--- src/rtl/inst_data_arbiter.sv ---
`default_nettype none
// ============================================================================
// Module   : inst_data_arbiter
// Purpose  : Two-master, one-slave Wishbone arbiter that shares one memory port
//            between instruction-cache refills and the core data master. The
//            grant stays with a master for as long as it holds CYC.
// Option   : INST_DATA_ARBITER_ROUND_ROBIN_EN selects round-robin resolution of
//            simultaneous requests. Without it, data has fixed priority.
// Revision : 1.0 - initial release
// ============================================================================
module inst_data_arbiter #(
    parameter int L2_ADDR_SIZE = 32,
    parameter int L2_BUS_SIZE  = 2,
    localparam int c_DW        = 2 ** (L2_BUS_SIZE + 3),
    localparam int c_SW        = 2 ** L2_BUS_SIZE
) (
    input  logic                    CLK_I,
    input  logic                    RST_I,
    // instruction cache refill master
    input  logic                    inst_CYC_I,
    input  logic                    inst_STB_I,
    input  logic [L2_ADDR_SIZE-1:0] inst_ADR_I,
    output logic [c_DW-1:0]         inst_DAT_O,
    output logic                    inst_ACK_O,
    // core data master
    input  logic                    data_CYC_I,
    input  logic                    data_STB_I,
    input  logic                    data_WE_I,
    input  logic [c_SW-1:0]         data_SEL_I,
    input  logic [L2_ADDR_SIZE-1:0] data_ADR_I,
    input  logic [c_DW-1:0]         data_DAT_I,
    output logic [c_DW-1:0]         data_DAT_O,
    output logic                    data_ACK_O,
    // memory slave
    output logic                    mem_CYC_O,
    output logic                    mem_STB_O,
    output logic                    mem_WE_O,
    output logic [c_SW-1:0]         mem_SEL_O,
    output logic [L2_ADDR_SIZE-1:0] mem_ADR_O,
    output logic [c_DW-1:0]         mem_DAT_O,
    input  logic [c_DW-1:0]         mem_DAT_I,
    input  logic                    mem_ACK_I
);

    localparam logic [1:0] c_ST_IDLE     = 2'd0;
    localparam logic [1:0] c_ST_GNT_INST = 2'd1;
    localparam logic [1:0] c_ST_GNT_DATA = 2'd2;

    logic [1:0] r_state;
    logic [1:0] w_next;
    logic [1:0] w_pick;
    logic       r_last;          // 0 = inst granted most recently, 1 = data
    logic       w_req_inst;
    logic       w_req_data;
    logic       w_prefer_inst;

    assign w_req_inst = inst_CYC_I & inst_STB_I;
    assign w_req_data = data_CYC_I & data_STB_I;

`ifdef INST_DATA_ARBITER_ROUND_ROBIN_EN
    assign w_prefer_inst = r_last;
`else
    // Fixed data priority; last is still tracked but cannot influence the pick.
    assign w_prefer_inst = r_last & 1'b0;
`endif

    always_comb begin
        w_pick = c_ST_IDLE;
        if (w_req_inst && w_req_data) begin
            w_pick = w_prefer_inst ? c_ST_GNT_INST : c_ST_GNT_DATA;
        end else if (w_req_inst) begin
            w_pick = c_ST_GNT_INST;
        end else if (w_req_data) begin
            w_pick = c_ST_GNT_DATA;
        end
    end

    // Release re-arbitrates in the same edge, so handoff has no idle cycle.
    always_comb begin
        w_next = c_ST_IDLE;
        case (r_state)
            c_ST_IDLE:     w_next = w_pick;
            c_ST_GNT_INST: w_next = inst_CYC_I ? c_ST_GNT_INST : w_pick;
            c_ST_GNT_DATA: w_next = data_CYC_I ? c_ST_GNT_DATA : w_pick;
            default:       w_next = c_ST_IDLE;
        endcase
    end

    always_ff @(posedge CLK_I or posedge RST_I) begin
        if (RST_I) begin
            r_state <= c_ST_IDLE;
            r_last  <= 1'b1;
        end else begin
            r_state <= w_next;
            if (w_next == c_ST_GNT_INST) begin
                r_last <= 1'b0;
            end else if (w_next == c_ST_GNT_DATA) begin
                r_last <= 1'b1;
            end
        end
    end

    always_comb begin
        mem_CYC_O  = 1'b0;
        mem_STB_O  = 1'b0;
        mem_WE_O   = 1'b0;
        mem_SEL_O  = '0;
        mem_ADR_O  = '0;
        mem_DAT_O  = '0;
        inst_ACK_O = 1'b0;
        inst_DAT_O = '0;
        data_ACK_O = 1'b0;
        data_DAT_O = '0;
        case (r_state)
            c_ST_GNT_INST: begin
                mem_CYC_O  = inst_CYC_I;
                mem_STB_O  = inst_STB_I;
                mem_SEL_O  = '1;
                mem_ADR_O  = inst_ADR_I;
                inst_ACK_O = mem_ACK_I;
                inst_DAT_O = mem_DAT_I;
            end
            c_ST_GNT_DATA: begin
                mem_CYC_O  = data_CYC_I;
                mem_STB_O  = data_STB_I;
                mem_WE_O   = data_WE_I;
                mem_SEL_O  = data_SEL_I;
                mem_ADR_O  = data_ADR_I;
                mem_DAT_O  = data_DAT_I;
                data_ACK_O = mem_ACK_I;
                data_DAT_O = mem_DAT_I;
            end
            default: ;
        endcase
    end

endmodule
`default_nettype wire
--- config.mk ---
export PLATFORM = sky130hd
export DESIGN_NAME = inst_data_arbiter
export DESIGN_NICKNAME = d
export VERILOG_FILES = /design/src/rtl/inst_data_arbiter.sv
export SDC_FILE = /design/constraint.sdc
export NUM_CORES = 1
export LEC_CHECK = 0
export CAP_MARGIN = 20
export CORE_AREA = 2 2 108 110
export DETAILED_ROUTE_END_ITERATION = 12
export DIE_AREA = 0 0 110 112
export GPL_ROUTABILITY_DRIVEN = 0
export PLACE_DENSITY = 0.56
export RECOVER_POWER = 100
export SETUP_SLACK_MARGIN = 0.4
export SYNTH_ARGS = -nofsm -noshare
export SYNTH_HDL_FRONTEND = slang
export SYNTH_SLANG_ARGS = --single-unit
--- constraint.sdc ---
create_clock -name CLK_I -period 1.9 [get_ports CLK_I]
set_clock_uncertainty 0.2 [all_clocks]
set_input_delay 0.38 -clock CLK_I [delete_from_list [all_inputs] [get_ports CLK_I]]
set_output_delay 0.38 -clock CLK_I [all_outputs]
set_load 0.05 [all_outputs]
==> results summary <==
The flow ran to the end, but the final reports show violations. The final reports fail on setup timing. The number of enable-type register cells in the synthesized netlist is 0. TritonCTS built the clock tree. The vias after detailed routing is 2714.

The average wire per standard cell came out at 17.2 um. Ranked by flip-flop count, first place goes to r_state. The number of sinks handled by clock tree synthesis is 2. In the synthesized netlist the dominant register cell turns out to be sky130_fd_sc_hd__dfrtp_1. Setup repair after global routing could not meet its margin everywhere. Clock-pin slew was measured on the worst setup and hold paths at 30 ps. The adder and majority cell fraction of the synthesized area came out at 3.48%. The share of total power in the clock network is 8.3%. The cell family with the largest share of critical-path delay is buffers and inverters.

The portion of the post-synthesis area used by sequential elements is 3.48%. Setup slack on the critical path of the routed design comes to -301 ps. The count of state elements after synthesis came out at 2. The number of non-filler instances in the completed layout is 648.

The total power per unit cell area came out at 536 nW/um2. The sequential standard cell area came out at 50.0 um2. The worst-case headroom to the max-slew limit is 84.4%. The leakage power of the design came out at 2.76 nW. The boundary pin count came out at 277. The number of CTS-inserted buffers is 3. Input and output buffers added on the ports amount to 276. The share of power burned in combinational logic came out at 90.3%.

For the worst setup path, the data arrival time is 1620 ps. The library cells used most frequently in the layout, excluding fill and tap cells, are 144 x sky130_fd_sc_hd__buf_12, 138 x sky130_fd_sc_hd__clkdlybuf4s50_1, 82 x sky130_fd_sc_hd__and2_4. The number of design rule violations left after detail routing came out at 0. The number of hold buffers added after CTS was 0. Averaged over all synthesized cells, the footprint is 6.63 um2.

The synthesized-area fraction occupied by ao, oa, aoi and oai cells came out at 21.4%. The remaining number of nets flagged by the antenna check after routing is 0. The biggest fanout along the worst timing path came out at 8. The number of violations of the max-capacitance limit came out at 0. The post-route setup TNS came out at -35040 ps.

The data required time at the worst endpoint came out at 1320 ps. The register with the most flip-flops in the layout has 2 of them. The first global-routing pass estimated 15.1 mm of wire. Sequential cells account for 1.4% of the total power.

The global routing usage summed across all routing layers is 15.9%. In this run the number of H-tree levels came out at 1. The worst setup path is of the reg2out kind. In the final layout, the multi-input gates occupy 2000 um2. For this design, the slowest cell found on the critical path is sky130_fd_sc_hd__dfrtp_1. The number of antenna violations at the first check in global routing is 0. The first routing iteration left 66 violations. The endpoint kind of the worst setup timing path is an output port.

The cell that appears most often on the critical path is sky130_fd_sc_hd__buf_12. The largest registers in the layout are r_state: 2 flops. The post-synthesis net count came out at 361. The floorplan has 39 rows. For this configuration, the core starts out at a cell density of 12.9%. The worst-case vdd ir drop is 230 uV. The async set-or-reset flop fraction in the synthesized netlist is 100%. The average via count per standard cell is 4.19.

The library cell used most frequently in the layout, excluding fill and tap cells, is sky130_fd_sc_hd__buf_12. The final hold violation count came out at 0. The die area is 12300 um2. The worst setup path is launched from a register. The type of the worst min-delay path is in2async. The number of detailed-routing iterations run before antenna repair came out at 4. The later pin in the worst-skew pair is clocked with a latency of 220 ps. The area inside the core boundary came out at 11200 um2. Subtracting the final worst setup slack from the clock period gives 2200 ps. The clock root buffer is sky130_fd_sc_hd__clkbuf_16. The final count of pins violating max slew is 0. Setup violations remaining at the end of the flow were counted as 137.

Entering global routing, the biggest net connects 31 pins. The ratio of cells with drive above 1 in the final layout came out at 70.7%. Traced cell by cell, the critical path runs through inv_2 -> ha_4 -> buf_12 -> clkbuf_16 -> and2_4 -> buf_12. Summing the areas of all xor and xnor instances in the mapped netlist gives 0% of the synthesized area. The die height is 112 um.

The total of warnings raised by yosys is 0. The maximum buffer depth of the clock tree came out at 2. At the end of the flow, the number of nets in the layout was 651.

The final wirelength is 11.1 mm. The number of distinct standard cells referenced by the synthesized netlist is 19. The portion of the clock cycle consumed by the worst path in the final layout came out at 116%. The number of global-route vias before repair came out at 2804. Measured along the x axis, the die boundary spans 110 um. The antenna diode count came out at 0. Fill cells in the final layout number 837. The setup slack after placement came out at -89.4 ps. The total instance count after detailed placement is 626. The slew at the pin closest to its max-slew limit came out at 233 ps. The largest stage delay on the critical path came out at 410 ps. The achievable clock frequency came out at 454 MHz.

The multiplexer area fraction after synthesis is 0%. The internal portion of the total power is 2.18 mW. The number of buffers and inverters on the critical path is 4. The proportion of total power due to net switching came out at 42.6%. The area added between synthesis and finish came out at 392%. The count of mapped cells out of synthesis is 217. The main combinational cell family by area after synthesis is simple AND/OR/NAND/NOR gates.

Of the total synthesized cell area, the portion taken by AND, OR, NAND and NOR gates is 61.7%. After layout, the design draws a total of 3.79 mW. The power dissipated by switching net loads is 1.61 mW. The final HPWL from detailed placement is 8.23 mm. The total overflow reported by the global router is 0. The cell area after technology mapping came out at 1440 um2.
[power by group through the flow]
| stage | sequential (mW) | combinational [mW] | clock [mW] |
|---|---|---|---|
| 2_1_floorplan | 0.0519 | 1.60 | 0 |
| 3_3_place_gp | 0.0538 | 2.99 | 0 |
| 3_5_place_dp | 0.0545 | 3.00 | 0 |
| 4_1_cts | 0.0529 | 3.34 | 0.319 |
| 5_1_grt | 0.0545 | 3.55 | 0.322 |
| 6_report | 0.0538 | 3.42 | 0.316 |
[worst register-to-register path: stages, from the launching register on]
cell                        delay [ps]
sky130_fd_sc_hd__dfrtp_1           410
sky130_fd_sc_hd__inv_2             110
sky130_fd_sc_hd__ha_4              260
sky130_fd_sc_hd__clkbuf_16         220
sky130_fd_sc_hd__buf_6             120
sky130_fd_sc_hd__and2b_1           130
sky130_fd_sc_hd__o21ai_2            60
sky130_fd_sc_hd__a211oi_2          230
[logic make-up after synthesis]
group | after synthesis
AOI/OAI and AO/OA | 41
adders and majority gates | 4
buffers and inverters | 29
DFF | 2
and+or+nand+nor | 141
[through the flow]
step / util [%] / area [um2] / hold slack [ps]
3_5_place_dp: 56.8 / 6340 / 346
5_1_grt: 63.3 / 7080 / 283
6_report: 63.3 / 7080 / 259
4_1_cts: 61.6 / 6890 / 126
3_3_place_gp: 56.8 / 6340 / 350
2_1_floorplan: - / 2060 / -78.8
[final timing paths]
kind / cells after the start / from / slack (ps) / endpoint
min reg2reg: 3 / r_state[0]$_DFF_PP0_ / 600 / r_state[0]$_DFF_PP0_
max in group asynchronous: 2 / RST_I / 1130 / r_state[1]$_DFF_PP0_
max reg2reg: 7 / r_state[1]$_DFF_PP0_ / 70 / r_state[1]$_DFF_PP0_
min: 2 / RST_I / 260 / r_state[0]$_DFF_PP0_
min in group CLK_I: 3 / r_state[0]$_DFF_PP0_ / 600 / r_state[0]$_DFF_PP0_
max: 6 / r_state[1]$_DFF_PP0_ / -300 / inst_DAT_O[25]
[Yosys cell counts, types with 2 or more instances]
| library cell | n | area, um2 |
|---|---|---|
| sky130_fd_sc_hd__nor2b_1 | 38 | 238 |
| sky130_fd_sc_hd__a22oi_1 | 34 | 255 |
| sky130_fd_sc_hd__buf_4 | 3 | 22.5 |
| sky130_fd_sc_hd__buf_2 | 7 | 35.0 |
| sky130_fd_sc_hd__dfrtp_1 | 2 | 50.1 |
| sky130_fd_sc_hd__clkbuf_2 | 5 | 25.0 |
| sky130_fd_sc_hd__inv_1 | 5 | 18.8 |
| sky130_fd_sc_hd__clkbuf_1 | 8 | 30.0 |
| sky130_fd_sc_hd__ha_1 | 4 | 50.1 |
| sky130_fd_sc_hd__and2_1 | 99 | 619 |
| sky130_fd_sc_hd__a21oi_1 | 4 | 20.0 |
[final cells by class]
type | count | area share, %
sequential | 2 | 0.707
inverter | 5 | 0.265
clock buffer | 3 | 1.06
tap | 143 | 2.53
timing repair buffer | 309 | 67.1
multi-input combinational | 186 | 28.3
[per-layer routing]
layer	track usage [%]	vias up	wire length (um)
li1	-	1290	-
met1	14.6	1241	3370
met2	31.8	173	6240
met3	6.21	10	1370
met4	3.46	0	163
met5	0	-	0
[timing repair]
action,4_1_cts,5_1_grt
buffers inserted,5,0
pin swaps,9,8
endpoints found under the hold margin,0,0
cloned,7,7
endpoints found under the setup margin,139,139
gates resized for setup,70,6
(Power assumes the default switching activity.)
